<file path="config.mk">
export PLATFORM = sky130hd
export DESIGN_NAME = uc_bus_master
export DESIGN_NICKNAME = d
export VERILOG_FILES = /design/src/rtl/uc_bus_pkg.sv /design/src/rtl/uc_ack_sync.sv /design/src/rtl/uc_bus_master.sv
export SDC_FILE = /design/constraint.sdc
export NUM_CORES = 1
export LEC_CHECK = 0
export ABC_AREA = 1
export BUFFER_PORTS_ARGS = -buffer_cell sky130_fd_sc_hd__buf_2
export CAP_MARGIN = 20
export CORE_AREA = 2 2 75 77
export CTS_CLUSTER_SIZE = 24
export DETAILED_ROUTE_END_ITERATION = 10
export DIE_AREA = 0 0 77 79
export PLACE_DENSITY = 0.82
export SYNTH_ARGS = -nofsm -noshare
export SYNTH_HDL_FRONTEND = slang
export SYNTH_HIERARCHICAL = 1
export SYNTH_SLANG_ARGS = --single-unit
</file>
<file path="constraint.sdc">
create_clock -name clk -period 4 [get_ports clk]
set_input_delay 0.2 -clock clk [delete_from_list [all_inputs] [get_ports clk]]
set_output_delay 0.2 -clock clk [all_outputs]
set_load 0.02 [all_outputs]
</file>
<file path="src/rtl/uc_bus_pkg.sv">
// Shared definitions for the microcontroller-side bus initiator: widths,
// command opcodes and the sequencer state encoding.
package uc_bus_pkg;

   localparam int ADDR_W = 15;
   localparam int DATA_W = 8;

   localparam logic [1:0] OP_SET_ADDR = 2'd0;
   localparam logic [1:0] OP_WRITE    = 2'd1;
   localparam logic [1:0] OP_READ     = 2'd2;

   typedef enum logic [3:0] {
      IDLE,
      A_SETUP,
      A_STROBE,
      A_LOW,
      W_SETUP,
      W_ACK,
      W_NACK,
      R_TURN,
      R_ACK,
      R_NACK,
      I_STROBE,
      I_LOW,
      RESP
   } state_t;

endpackage

</file>
<file path="src/rtl/uc_ack_sync.sv">
// Two-flop synchroniser for CPLD status inputs that are asynchronous to clk.
// Both stages clear to 0 on reset.
module uc_ack_sync #(
   parameter int WIDTH = 1
) (
   input  logic             clk,
   input  logic             rst,
   input  logic [WIDTH-1:0] d,
   output logic [WIDTH-1:0] q
);

   genvar gi;
   generate
      for (gi = 0; gi < WIDTH; gi++) begin : g_bit
         logic meta_reg;
         logic sync_reg;

         always_ff @(posedge clk) begin
            if (rst) begin
               meta_reg <= 1'b0;
               sync_reg <= 1'b0;
            end else begin
               meta_reg <= d[gi];
               sync_reg <= meta_reg;
            end
         end

         assign q[gi] = sync_reg;
      end
   endgenerate

endmodule

</file>
<file path="src/rtl/uc_bus_master.sv">
// Initiator for the cartridge CPLD's microcontroller port: turns SET_ADDR /
// WRITE / READ commands into strobe and four-phase ack sequences.
module uc_bus_master
   import uc_bus_pkg::*;
#(
   parameter int SETUP_CYCLES   = 2,
   parameter int STROBE_CYCLES  = 2,
   parameter int TIMEOUT_CYCLES = 1024
) (
   input  logic              clk,
   input  logic              rst,
   input  logic              cmd_valid,
   output logic              cmd_ready,
   input  logic [1:0]        cmd_op,
   input  logic [ADDR_W-1:0] cmd_addr,
   input  logic [DATA_W-1:0] cmd_data,
   input  logic              cmd_inc,
   output logic              rsp_valid,
   output logic [DATA_W-1:0] rsp_data,
   output logic              rsp_err,
   output logic [DATA_W-1:0] uc_data_o,
   output logic              uc_data_oe,
   input  logic [DATA_W-1:0] uc_data_i,
   output logic              uc_write,
   output logic              uc_read,
   input  logic              uc_ack,
   output logic              set_addr_lo,
   output logic              set_addr_hi,
   output logic              strobe_addr
);

   localparam int PH_MAX = (SETUP_CYCLES > STROBE_CYCLES) ? SETUP_CYCLES : STROBE_CYCLES;
   localparam int CNT_W  = $clog2(PH_MAX + 1);
   localparam int TMO_W  = $clog2(TIMEOUT_CYCLES + 1);

   localparam logic [CNT_W-1:0] SETUP_LAST  = CNT_W'(SETUP_CYCLES - 1);
   localparam logic [CNT_W-1:0] STROBE_LAST = CNT_W'(STROBE_CYCLES - 1);
   localparam logic [TMO_W-1:0] TMO_LAST    = TMO_W'(TIMEOUT_CYCLES - 1);

   state_t                  state_reg;
   logic [1:0]              op_reg;
   logic [ADDR_W-9:0]       addr_hi_reg;
   logic                    inc_reg;
   logic                    hi_byte_reg;
   logic [DATA_W-1:0]       rd_data_reg;
   logic [CNT_W-1:0]        cnt_reg;
   logic [TMO_W-1:0]        tmo_reg;
   logic                    ack_s;
   logic                    waiting;
   logic                    tmo_hit;
   logic [DATA_W-1:0]       resp_byte;

   uc_ack_sync #(
      .WIDTH (1)
   ) u_ack_sync (
      .clk (clk),
      .rst (rst),
      .d   (uc_ack),
      .q   (ack_s)
   );

   assign waiting   = (state_reg == W_ACK) || (state_reg == W_NACK) ||
                      (state_reg == R_ACK) || (state_reg == R_NACK);
   assign tmo_hit   = waiting && (tmo_reg == TMO_LAST);
   assign resp_byte = (op_reg == OP_READ) ? rd_data_reg : '0;

   always_ff @(posedge clk) begin
      if (rst) begin
         state_reg   <= IDLE;
         op_reg      <= '0;
         addr_hi_reg <= '0;
         inc_reg     <= 1'b0;
         hi_byte_reg <= 1'b0;
         rd_data_reg <= '0;
         cnt_reg     <= '0;
         tmo_reg     <= '0;
         cmd_ready   <= 1'b1;
         rsp_valid   <= 1'b0;
         rsp_data    <= '0;
         rsp_err     <= 1'b0;
         uc_data_o   <= '0;
         uc_data_oe  <= 1'b0;
         uc_write    <= 1'b0;
         uc_read     <= 1'b0;
         set_addr_lo <= 1'b0;
         set_addr_hi <= 1'b0;
         strobe_addr <= 1'b0;
      end else begin
         // Response fields live for exactly the one RESP pulse cycle.
         rsp_valid <= 1'b0;
         rsp_err   <= 1'b0;
         rsp_data  <= '0;
         cnt_reg   <= cnt_reg + 1'b1;
         tmo_reg   <= tmo_reg + 1'b1;

         if (tmo_hit) begin
            uc_write   <= 1'b0;
            uc_read    <= 1'b0;
            uc_data_oe <= 1'b0;
            uc_data_o  <= '0;
            rsp_valid  <= 1'b1;
            rsp_err    <= 1'b1;
            state_reg  <= RESP;
         end else begin
            case (state_reg)
               IDLE: begin
                  if (cmd_valid && cmd_ready) begin
                     cmd_ready   <= 1'b0;
                     op_reg      <= cmd_op;
                     addr_hi_reg <= cmd_addr[ADDR_W-1:8];
                     inc_reg     <= cmd_inc;
                     hi_byte_reg <= 1'b0;
                     cnt_reg     <= '0;
                     case (cmd_op)
                        OP_SET_ADDR: begin
                           uc_data_oe  <= 1'b1;
                           uc_data_o   <= cmd_addr[7:0];
                           set_addr_lo <= 1'b1;
                           state_reg   <= A_SETUP;
                        end
                        OP_WRITE: begin
                           uc_data_oe <= 1'b1;
                           uc_data_o  <= cmd_data;
                           state_reg  <= W_SETUP;
                        end
                        OP_READ: begin
                           uc_data_oe <= 1'b0;
                           state_reg  <= R_TURN;
                        end
                        default: state_reg <= RESP;
                     endcase
                  end
               end
               A_SETUP: begin
                  if (cnt_reg == SETUP_LAST) begin
                     strobe_addr <= 1'b1;
                     cnt_reg     <= '0;
                     state_reg   <= A_STROBE;
                  end
               end
               A_STROBE: begin
                  if (cnt_reg == STROBE_LAST) begin
                     strobe_addr <= 1'b0;
                     cnt_reg     <= '0;
                     state_reg   <= A_LOW;
                  end
               end
               A_LOW: begin
                  if (cnt_reg == STROBE_LAST) begin
                     cnt_reg <= '0;
                     if (!hi_byte_reg) begin
                        // Selects swap in one edge, so they are never high together.
                        hi_byte_reg <= 1'b1;
                        set_addr_lo <= 1'b0;
                        set_addr_hi <= 1'b1;
                        uc_data_o   <= {1'b0, addr_hi_reg};
                        state_reg   <= A_SETUP;
                     end else begin
                        set_addr_hi <= 1'b0;
                        uc_data_oe  <= 1'b0;
                        uc_data_o   <= '0;
                        rsp_valid   <= 1'b1;
                        state_reg   <= RESP;
                     end
                  end
               end
               W_SETUP: begin
                  if (cnt_reg == SETUP_LAST) begin
                     uc_write  <= !ack_s;
                     tmo_reg   <= '0;
                     state_reg <= W_ACK;
                  end
               end
               W_ACK: begin
                  if (uc_write && ack_s) begin
                     uc_write  <= 1'b0;
                     tmo_reg   <= '0;
                     state_reg <= W_NACK;
                  end else if (!uc_write && !ack_s) begin
                     uc_write <= 1'b1;
                  end
               end
               R_TURN: begin
                  uc_read   <= !ack_s;
                  tmo_reg   <= '0;
                  state_reg <= R_ACK;
               end
               R_ACK: begin
                  if (uc_read && ack_s) begin
                     // CPLD has its byte on the bus before it raises ack.
                     rd_data_reg <= uc_data_i;
                     uc_read     <= 1'b0;
                     tmo_reg     <= '0;
                     state_reg   <= R_NACK;
                  end else if (!uc_read && !ack_s) begin
                     uc_read <= 1'b1;
                  end
               end
               W_NACK, R_NACK: begin
                  if (!ack_s) begin
                     uc_data_oe <= 1'b0;
                     uc_data_o  <= '0;
                     cnt_reg    <= '0;
                     if (inc_reg) begin
                        strobe_addr <= 1'b1;
                        state_reg   <= I_STROBE;
                     end else begin
                        rsp_valid <= 1'b1;
                        rsp_data  <= resp_byte;
                        state_reg <= RESP;
                     end
                  end
               end
               I_STROBE: begin
                  if (cnt_reg == STROBE_LAST) begin
                     strobe_addr <= 1'b0;
                     cnt_reg     <= '0;
                     state_reg   <= I_LOW;
                  end
               end
               I_LOW: begin
                  if (cnt_reg == STROBE_LAST) begin
                     rsp_valid <= 1'b1;
                     rsp_data  <= resp_byte;
                     state_reg <= RESP;
                  end
               end
               RESP: begin
                  // A reserved op arrives here without a pending pulse and
                  // spends one cycle producing its error response.
                  if (rsp_valid) begin
                     cmd_ready <= 1'b1;
                     state_reg <= IDLE;
                  end else begin
                     rsp_valid <= 1'b1;
                     rsp_err   <= 1'b1;
                  end
               end
               default: state_reg <= IDLE;
            endcase
         end
      end
   end

endmodule

</file>
==> Word level (Yosys, flattened, before mapping) <==
Index checks and enable logic that the tools add are counted.
{ "totals": {"register_bits": 63, "output_inout_bits": 25, "wordCells": 186, "in_bits": 38} }
{ "op_classes": {"n_bitwise": 1, "add_sub_neg": 2, "reduce_logical": 38, "mux": 75, "eq_ne": 48} }
{ "ops": {"columns": ["operator", "count"], "rows": [
  ["two-way mux 8 bit", 7],
  ["two-way mux 4 bit", 13],
  ["case mux 4 bit (12 select lines)", 1],
  ["two-way mux 11 bit", 4],
  ["case mux 11 bit (4 select lines)", 1],
  ["case mux 8 bit (2 select lines)", 2],
  ["two-way mux 1 bit", 29],
  ["inequality test 3 bit (second input constant)", 9],
  ["inequality test 2 bit (second input constant)", 12],
  ["case mux 8 bit (3 select lines)", 1],
  ["AND reduction 11 bit", 2],
  ["== test 4 bit (second input constant)", 5],
  ["AND reduction 6 bit", 3],
  ["== test 4 x 3 -> 1 bit (second input constant)", 4],
  ["case mux 1 bit (2 select lines)", 6],
  ["case mux 4 bit (3 select lines)", 1],
  ["AND reduction 3 bit", 4],
  ["adder 11 x 1 -> 11 bit (second input constant)", 1],
  ["== test 11 x 10 -> 1 bit (second input constant)", 1],
  ["inequality test 3 x 1 -> 1 bit (second input constant)", 3],
  ["inequality test 3 x 2 -> 1 bit (second input constant)", 3],
  ["== test 4 x 2 -> 1 bit (second input constant)", 2],
  ["two-way mux 2 bit", 4],
  ["inequality test 2 x 1 -> 1 bit (second input constant)", 4],
  ["22 further kinds", 42]
]} }

==> Depth between registers and ports, before layout <==
Gate-level depths: netlist of the first run.
{ "depth": {"depth_word": 7, "mapped_depth": 13, "depth_no_buf": 11} }

==> Hierarchy <==
The synthesis of the first run kept the hierarchy.
{ "by_module_without_submodules": {"columns": ["mod", "cells_each", "instances", "seq_area_each_um2", "area_per_inst_um2"], "rows": [
  ["uc_bus_master", 415, 1, 1221.2, 2934.1],
  ["uc_ack_sync", 6, 1, 40.0, 55.1]
]} }

==> Worst setup path before layout of the first run <==
OpenSTA, ideal clock, no wires.
{ "synth_path": {"kind": "register to register", "from": "reg tmo_reg[0]", "to": "reg uc_read", "arrival_time_ns": 1.462, "period_less_slack_ns": 1.584, "n_path_buf": 1, "setup_slack_ns": 2.416, "setup_ns": 0.122, "path_stages_with_launch": 10, "required_time_ns": 3.878, "cell_sequence": "dfxtp_1 > ha_1 > nand3_1 > nor2_1 > nand3b_1 > nor2_2 > nor2_2 > buf_6 > inv_2 > a21oi_1"} }
{ "synth_between": {"elab_chain_len": 3} }
{ "synth_lines": {"columns": ["item", "line", "rtl"], "rows": [
  ["from (decl)", "uc_bus_master.sv:47", "logic [TMO_W-1:0] tmo_reg;"],
  ["from (signal assigned)", "uc_bus_master.sv:94", "tmo_reg <= tmo_reg + 1'b1;"],
  ["== test 11 x 10 -> 1 bit", "uc_bus_master.sv:64", "assign tmo_hit = waiting && (tmo_reg == TMO_LAST);"],
  ["logical AND 1 bit", "uc_bus_master.sv:64", null],
  ["OR reduction 2 bit (no line)", null, null],
  ["to (signal assigned)", "uc_bus_master.sv:184", "uc_read <= !ack_s;"],
  ["to (decl)", "uc_bus_master.sv:25", "output logic uc_read,"]
]} }
No other way between the ends.
A chain may end at the register's enable or synchronous reset.

==> Final worst setup path of the first run <==
{ "layout_path": {"from": "reg state_reg[1]", "to": "reg tmo_reg[3]"} }
{ "layout_between": {"elab_chain_len": 6, "word_cells_on_any_way": 12, "classes_between": "6 x eq/ne; 2 x mux; 4 x reduce/logical"} }
{ "layout_lines": {"columns": ["item", "line", "rtl"], "rows": [
  ["from (decl)", "uc_bus_master.sv:40", "state_t state_reg;"],
  ["from (signal assigned)", "uc_bus_master.sv:69", "state_reg <= IDLE;"],
  ["from (signal assigned)", "uc_bus_master.sv:103", "state_reg <= RESP;"],
  ["from (signal assigned)", "uc_bus_master.sv:119", "state_reg <= A_SETUP;"],
  ["== test 4 x 3 -> 1 bit, on equally long branches", "uc_bus_master.sv:62, uc_bus_master.sv:105", null],
  ["logical OR 1 bit (2 in a row)", "uc_bus_master.sv:62", "assign waiting = (state_reg == W_ACK) || (state_reg == W_NACK) ||"],
  ["logical OR 1 bit", "uc_bus_master.sv:63", "(state_reg == R_ACK) || (state_reg == R_NACK);"],
  ["logical AND 1 bit", "uc_bus_master.sv:64", null],
  ["two-way mux 11 bit (*)", "uc_bus_master.sv:96", "if (tmo_hit) begin"]
]} }
Mark *: on every way between the ends. The rest lies on a longest branch, timed or not.

==> metrics.md, run 1 <==
| Metric | Value |
|---|---|
| Detailed Place HPWL | `5437 um` |
| Root Buffer | `clkbuf_8` |
| Crit Path Category | `reg -> reg` |
| Int Power | `~1.3 mW` |
| Switching share of power | `0.4163` |
| Yosys warns | `6` |
| WL/cell | `between 10 and 15 um` |
| CP max FO | `15` |
| Status | `completed` |
| Syn Inst Count | `421` |
| Via count | `about 3000` |
| Number of global-route vias before repair | `about 2900` |
| First-pass GRT wire length | `between 10000 and 15000 um` |
| Critical Path RT | `4.21 ns` |
| I/O Buffers | `between 60 and 70` |
| R2R cell count | `7` |
| CTS tree | `done` |
| Final core utilization | `0.6610` |
| Setup-failing EPs final | `0` |
| Largest net degree at the start of global routing | `20` |
| H-tree depth | `3` |
| DR iter-0 viols | `approximately 220` |
| Post-synth EDFFs | `0` |
| Distinct cell type count after synthesis | `38` |
| Max Cap Viol | `0` |
| Synth Net Count | `between 400 and 500` |
| Mapped Area | `between 2000 and 3000 um^2` |
| Layout area overhead | `18.04%` |
| Crit end category | `register` |
| Synth area leaders | `dfxtp_1 42%, nand2_1 12%, nor2_1 8.7%, nand3_1 5.7%, a21oi_1 4.7%` |
| Routed WL | `roughly 7400 um` |
| Fill count | `490` |
| CTS Hold Bufs | `0` |
| Synth Flop Type | `dfxtp_1` |
| Reg2reg setup slack | `1.84 ns` |
| Routability Congestion | `0.9096` |
| Syn avg cell area | `just over 7 um^2` |
| Min Tclk post-route | `2.158 ns` |
| Maximum vdd drop | `approximately 420 uV` |
| Worst Hold Class | `in -> reg` |
| Power Dens Cells | `647.5 nW/um^2` |
| Core box area | `about 5300 um^2` |
| Initial antenna violation count | `0` |
| P_sw | `between 0.9 and 1 mW` |
| Slew headroom | `0.5310` |
| Leakage | `1.610 nW` |
| Worst Setup Start Kind | `register` |
| Hold Crit Depth | `3` |
| Worst reg2reg endpoint | `tmo_reg[3]` |
| Seq/Total Area, Yosys | `0.4219` |
| I/O pin count | `63` |
| Synth area leader | `dfxtp_1` |
| Final Max Slew Viols | `0` |
| Post_cts resized | `0` |
| Skew final | `roughly 0.0069 ns` |
| DIE WIDTH | `just under 80 um` |
| Antenna Nets Post-Route | `0` |
| Sequential Power Share | `0.359` |
| DRC | `0` |
| Layout cells sized above 1 | `0.2143` |
| CTS max path bufs | `2` |
| DIE AREA | `6083 um^2` |
| Share of total power in combinational logic | `0.401` |
| Clk pwr share | `0.240` |
| R2R Path Start | `state_reg[1]` |
| Post-CTS setup repair buffer count | `0` |
| Worst-Margin Slew | `~0.70 ns` |
| DIE HEIGHT | `~79 um` |
| Hold Crit Start | `uc_ack` |
| Most frequent cell after synthesis | `nand2_1` |
| Fmax | `463.4 MHz` |
| Post-synth top cells | `93 x nand2_1, 69 x nor2_1, 63 x dfxtp_1` |
| # clock sinks | `63` |
| Data arrival, critical path | `~2.4 ns` |
| Hold EP | `u_ack_sync/g_bit[0].meta_reg` |
| Worst skew pair latency | `0.34 ns` |
| Final hold violation count | `0` |
| Max reg flops | `11` |
| RSZ-0062 raised after global routing | `false` |
| Drt pass-1 iters | `5` |
| Num CTS Buffers | `9` |
| Final #Nets | `526` |
| Async SR Flop Fraction | `0` |
| Final setup TNS | `0 ns` |
| GRT Total Usage | `0.2597` |
| Std cell rows | `27` |
| Congestion Overflow GR | `0` |
| Tcrit/Tclk final | `0.5394` |
| Drt via density | `5.324` |
| Area share of the largest cell type after synthesis | `0.4219` |
| # diodes | `0` |
| Initial Util | `0.5600` |
| Synthesized flop and latch total | `63` |
| Clock-pin slew on the worst setup and hold paths | `approximately 0.070 ns` |
## critical path, cell delays in order, from the launching register on
cell,delay [ns]
dfxtp_1,0.52
clkinv_1,0.20
nand2_1,0.12
o21ai_1,0.11
o21ai_2,0.50
nand3_1,0.15
nand2_1,0.35
nor3_1,0.09
## layout by cell type, fill, tap and decap left out, types with 2 or more instances in the layout
cell	n
a22oi_1	2
nor2_1	69
a21oi_1	28
buf_2	62
nand2_2	5
ha_1	3
nand2_1	93
o21ai_0	25
a21oi_2	2
clkinv_2	3
nor2_4	2
nor2_2	8
inv_1	35
clkinvlp_4	2
nand3_1	34
nor3_2	2
nor3b_1	8
nand4_1	2
xnor2_1	3
xor2_1	2
inv_2	3
nand2_4	2
o211ai_1	2
clkinv_1	2
nor3_1	5
clkbuf_8	10
nand3b_1	2
dfxtp_1	63
## power groups by stage
stage / clock [mW] / sequential, mW / combinational, mW
after global placement: 0 / 0.827 / 0.884
after detailed placement: 0 / 0.833 / 0.897
after global routing: 0.581 / 0.836 / 1.04
final: 0.549 / 0.820 / 0.916
after CTS: 0.555 / 0.818 / 0.903
after floorplan: 0 / 0.867 / 0.655
## per-stage QoR
| stage | instance area, um^2 | hold slack, ns | total power, mW | worst slack, ns | cells |
|---|---|---|---|---|---|
| floorplan | 2989 | 0.2691 | 1.522 | 2.416 | 421 |
| global placement | 3331 | 0.3972 | 1.711 | 1.954 | 546 |
| detailed placement | 3331 | 0.3985 | 1.730 | 1.868 | 546 |
| CTS | 3528 | 0.06807 | 2.276 | 1.852 | 562 |
| global route | 3528 | 0.07248 | 2.456 | 1.561 | 562 |
| finish | 3528 | 0.07317 | 2.285 | 1.842 | 562 |
## cells by family after synthesis
group                      share of synthesized area
muxes                                       0.007116
adders and majority gates                    0.01256
DFF                                           0.4219
buffers and inverters                        0.06990
xor gates and xnor gates                     0.01465
AOI/OAI and AO/OA                             0.1268
and+or+nand+nor                               0.3470
## routing by layer
layer	routed length, um	up-vias	track usage	share of wire
met5	0	-	0	0
li1	-	1492	-	-
met3	459	15	0.04205	0.062
met1	3388	1366	0.3412	0.46
met2	3385	119	0.4184	0.46
met4	147	0	0.1268	0.020
## layout make-up
type / instances / area (um^2) / share of cell area
Multi-Input combinational cell: 309 / 1519 / 0.4305
Inverter: 40 / 150.1 / 0.04255
Clock buffer: 10 / 137.6 / 0.03901
Timing Repair Buffer: 62 / 310.3 / 0.08794
Tap cell: 72 / 90.09 / 0.02553
Sequential cell: 63 / 1261 / 0.3574
Clock inverter: 6 / 60.06 / 0.01702
## worst max path at each step
stage	start	endpoint	slack [ns]	depth (start not counted)
after floorplan	tmo_reg[0]	uc_read	2.42	9
after global placement	state_reg[1]	tmo_reg[9]	1.95	7
after detailed placement	tmo_reg[0]	tmo_reg[3]	1.87	9
after CTS	tmo_reg[0]	tmo_reg[3]	1.85	9
after global routing	state_reg[1]	tmo_reg[1]	1.56	7
final	state_reg[1]	tmo_reg[3]	1.84	7
No activity file was read; power rests on OpenSTA's default activity.
==> run 2, diff against run 1 <==
--- a/config.mk
+++ b/config.mk
@@ -5,14 +5,14 @@
 export SDC_FILE = /design/constraint.sdc
 export NUM_CORES = 1
 export LEC_CHECK = 0
-export ABC_AREA = 1
+export ABC_AREA = 0
 export BUFFER_PORTS_ARGS = -buffer_cell sky130_fd_sc_hd__buf_2
 export CAP_MARGIN = 20
-export CORE_AREA = 2 2 75 77
+export CORE_AREA = 2 2 84 86
 export CTS_CLUSTER_SIZE = 24
 export DETAILED_ROUTE_END_ITERATION = 10
-export DIE_AREA = 0 0 77 79
-export PLACE_DENSITY = 0.82
+export DIE_AREA = 0 0 86 88
+export PLACE_DENSITY = 0.72
 export SYNTH_ARGS = -nofsm -noshare
 export SYNTH_HDL_FRONTEND = slang
 export SYNTH_HIERARCHICAL = 1
==> constraint.sdc (replaced) <==
create_clock -name clk -period 1.8 [get_ports clk]
set_input_delay 0.09 -clock clk [delete_from_list [all_inputs] [get_ports clk]]
set_output_delay 0.09 -clock clk [all_outputs]
set_load 0.02 [all_outputs]
==> run 2 against run 1 <==
The flow now finishes with violations (negative setup slack). Core utilization is 1.3 points higher. Combinational power grew to 3.8 times the previous value. Hold slack worse by 0.059 ns. Critical endpoint is now state_reg[3]. Clock skew is 0.0052 ns higher. Cell area is 27% higher. Die area is 24% higher. Register-to-register slack worse by 1.9 ns. Clock power grew to 2.6 times the previous value. Synthesized cell count is 15% lower. Non-clock buffer count is 70 higher. Sequential power is 130% higher.
==> metrics.md, run 2 <==
| Metric | Value |
|---|---|
| Status | `finished with violations` |
| Failing checks | `negative setup slack` |
| Tcrit/Tclk final | `1.021 (+0.4811)` |
| Clock-pin slew on the worst setup and hold paths | `0.08 ns (about the same)` |
| # diodes | `0 (unchanged)` |
| Max reg flops | `11 (unchanged)` |
| Final hold violation count | `0 (unchanged)` |
| Syn avg cell area | `8.843 um^2 (+25%)` |
| Synthesized flop and latch total | `63 (unchanged)` |
| Layout cells sized above 1 | `0.3848 (+0.1705)` |
| Initial Util | `0.4751 (-0.08487)` |
| Xor-xnor portion of the synthesized cell area | `0.02774 (+0.01309)` |
| P_sw | `2.611 mW (+170%)` |
| Core box area | `6644 um^2 (+24%)` |
| Max Cap Viol | `0 (unchanged)` |
| Most frequent cell after synthesis | `dfxtp_1` |
| Worst Hold Class | `in -> reg` |
| Share of total power in combinational logic | `0.519 (+0.118)` |
| Crit Path Category | `reg -> reg` |
| H-tree depth | `3 (unchanged)` |
| CP startpoint | `state_reg[0]` |
| DRC | `0 (unchanged)` |
| DIE HEIGHT | `88 um (+11%)` |
| Worst Setup Start Kind | `register` |
| Seq/Total Area, Yosys | `0.3995 (-0.02241)` |
| Mux cell area share after synthesis | `0.06857 (+0.06145)` |
| GRT Total Usage | `0.2245 (-0.03515)` |
| Met2 wire length | `4432 um (+31%)` |
| Async SR Flop Fraction | `0 (unchanged)` |
| Via count | `3010 (+0.60%)` |
| Synth Net Count | `398 (-14%)` |
| Worst skew pair latency | `0.35 ns (about the same)` |
| Syn Inst Count | `357 (-15%)` |
| Crit end category | `register` |
| Synth Area in Compound Gates | `0.1859 (+0.05906)` |
| Setup-failing EPs final | `1 (+1)` |
| Routed WL | `8548 um (+16%)` |
| Drt pass-1 iters | `4 (-1)` |
| CTS max path bufs | `2 (unchanged)` |
| DP Worst Slack | `-0.1010 ns (-1.969 ns)` |
| Maximum vdd drop | `853.0 uV (+100%)` |
| DR iter-0 viols | `238 (+8.7%)` |
| Clk pwr share | `0.208 (-0.032)` |
| RSZ-0062 raised after global routing | `true` |
| DIE AREA | `7568 um^2 (+24%)` |
| Critical Path RT | `2.07 ns (-2.14 ns)` |
| Most common cell after layout, fill and taps aside | `buf_2` |
| Hold Crit Start | `cmd_addr[14]` |
| Routed met3 length | `368 um (-20%)` |
| Initial antenna violation count | `0 (unchanged)` |
| Skew final | `0.01205 ns (+0.005174 ns)` |
| First-pass GRT wire length | `13300 um (+5.2%)` |
| Mapped Area | `3157 um^2 (+5.6%)` |
| Std cell rows | `30 (+11%)` |
| Largest family of logic cells by synthesized area | `simple AND/OR/NAND/NOR gates` |
| Final WS setup | `-0.03691 ns (-1.879 ns)` |
| Post-synth EDFFs | `0 (unchanged)` |
| Fmax | `544.4 MHz (+17%)` |
| Num CTS Buffers | `9 (unchanged)` |
| Int Power | `4.169 mW (+210%)` |
| Routability Congestion | `0.9194 (+1.1%)` |
| Switching share of power | `0.3851 (-0.03124)` |
| Layout area overhead | `41.85%` |
| Yosys warns | `6 (unchanged)` |
| Min Tclk post-route | `1.837 ns (-0.3209 ns)` |
| Slew headroom | `0.6445 (+0.1136)` |
| Post-synth top cells | `63 x dfxtp_1, 52 x nor2_1, 35 x nand2_1` |
| Antenna Nets Post-Route | `0 (unchanged)` |
| Synth Area in Simple Gates | `0.2588 (-0.08819)` |
| Final Max Slew Viols | `0 (unchanged)` |
| Final #Nets | `522 (-0.76%)` |
| DIE WIDTH | `86 um (+12%)` |
| Detailed Place HPWL | `5708 um (+5.0%)` |
| Final core utilization | `0.6740 (+0.01297)` |
| CTS tree | `done` |
| Metal-1 WL | `3505 um (+3.5%)` |
| Leakage | `1.845 nW (+15%)` |
| R2R Path Start | `state_reg[0]` |
| Root Buffer | `clkbuf_8` |
| Sequential Power Share | `0.273 (-0.086)` |
| Distinct cell type count after synthesis | `64 (+68%)` |
| Congestion Overflow GR | `0 (unchanged)` |
| Worst-Margin Slew | `0.5326 ns (-0.1678 ns)` |
| Post-Synth Adder-Cell Area | `0.01189 (-0.0006669)` |
| Synth area leader | `dfxtp_1` |
| Drt via density | `5.318 (-0.11%)` |
| # clock sinks | `63 (unchanged)` |
| WL/cell | `15.10 um (+15%)` |
| Largest net degree at the start of global routing | `34 (+70%)` |
| Top sig layer | `met4` |
| Number of global-route vias before repair | `2863 (-0.49%)` |
| Power Dens Cells | `1514 nW/um^2 (+130%)` |
| I/O pin count | `63 (unchanged)` |
| Synth area leaders | `dfxtp_1 40%, nor2_1 6.2%, mux2i_1 6.0%, a21oi_1 5.2%, nand2_1 4.2%` |
| Data arrival, critical path | `2.11 ns (-0.26 ns)` |
| Area share of the largest cell type after synthesis | `0.3995 (-0.02241)` |
| I/O Buffers | `62 (unchanged)` |
| Most frequent cells in the layout | `62 x buf_2, 56 x dfxtp_1, 50 x nor2_1` |
| CP max FO | `9 (-6)` |
| Synth Flop Type | `dfxtp_1` |
| Fill count | `490 (unchanged)` |
[run 2: changes by cell type in the layout (fill, tap and decap cells not counted), sizes merged, moves of 6 or more]
cell | previous run | this run
nand2 | 100 | 36
buf | 62 | 116
inv | 38 | 12
nand3 | 34 | 8
nor2 | 79 | 56
o21ai | 27 | 8
mux2i | 1 | 19
dlygate4sd3 | 0 | 16
a211oi | 0 | 13
and2 | 0 | 9
nand2b | 0 | 7
a21oi | 30 | 36
[run 2: area by class of cell]
class,count,area [um^2],share of cell area
Clock inverter,7,105.1,0.02347
Sequential cell,63,1280,0.2858
Inverter,10,40.04,0.008941
Clock buffer,9,123.9,0.02766
Timing Repair Buffer,132,985.9,0.2202
Multi-Input combinational cell,265,1843,0.4116
Tap cell,80,100.1,0.02235
[run 2: worst paths after layout]
| path | to | slack (ns) | cells after the start |
|---|---|---|---|
| setup reg to reg | state_reg[3] | -0.04 | 7 |
| hold / removal | addr_hi_reg[6] | 0.01 | 3 |
| hold reg to reg | u_ack_sync/q | 0.46 | 1 |
| setup / recovery | state_reg[3] | -0.04 | 7 |
[run 2: power by group through the flow]
stage,clock (mW),combinational (mW),sequential (mW)
final,1.41,3.52,1.85
after global routing,1.50,3.81,1.87
after CTS,1.43,3.26,1.83
after detailed placement,0,3.13,1.85
after global placement,0,3.09,1.84
after floorplan,0,2.01,1.92
[run 2: cells by family after synthesis]
logic type                 Yosys count
and+or+nand+nor                    150
xor gates and xnor gates            10
DFF                                 63
AOI/OAI and AO/OA                   81
buffers and inverters               29
muxes                               21
adders and majority gates            3
[run 2: layer usage]
layer	global-route usage	vias up
met3	0.06221	23
met5	0	-
met4	0.08369	0
li1	-	1492
met1	0.2579	1406
met2	0.3982	89
[run 2: per-stage QoR]
| stage | hold slack [ns] | area [um^2] | TNS, ns | instances | power (mW) |
|---|---|---|---|---|---|
| final | 0.01377 | 4478 | -0.03691 | 566 | 6.779 |
| after global routing | 0.02814 | 4478 | -0.5363 | 566 | 7.185 |
| after CTS | 0.009903 | 4343 | 0 | 562 | 6.517 |
| after detailed placement | 0.3347 | 3895 | -0.7391 | 527 | 4.976 |
| after global placement | 0.3002 | 3895 | -0.04307 | 527 | 4.922 |
| after floorplan | 0.1616 | 3157 | 0 | 357 | 3.932 |
[run 2: repair_timing]
item / in CTS / in global routing
setup buffers: 3 / 4
pin swaps: 6 / 9
hold buffers: 16 / 0
endpoints found under the hold margin: 16 / 0
setup endpoints to repair: 18 / 50
gates resized for setup: 14 / 26
[run 2: critical path, cell delays in order, from the launching register on]
cell and delay, ns:
dfxtp_4 0.37, buf_12 0.14, nor4_4 0.40, nand2_2 0.13, o211ai_4 0.17, nor3_2 0.12
mux2_4 0.32, a21oi_2 0.12
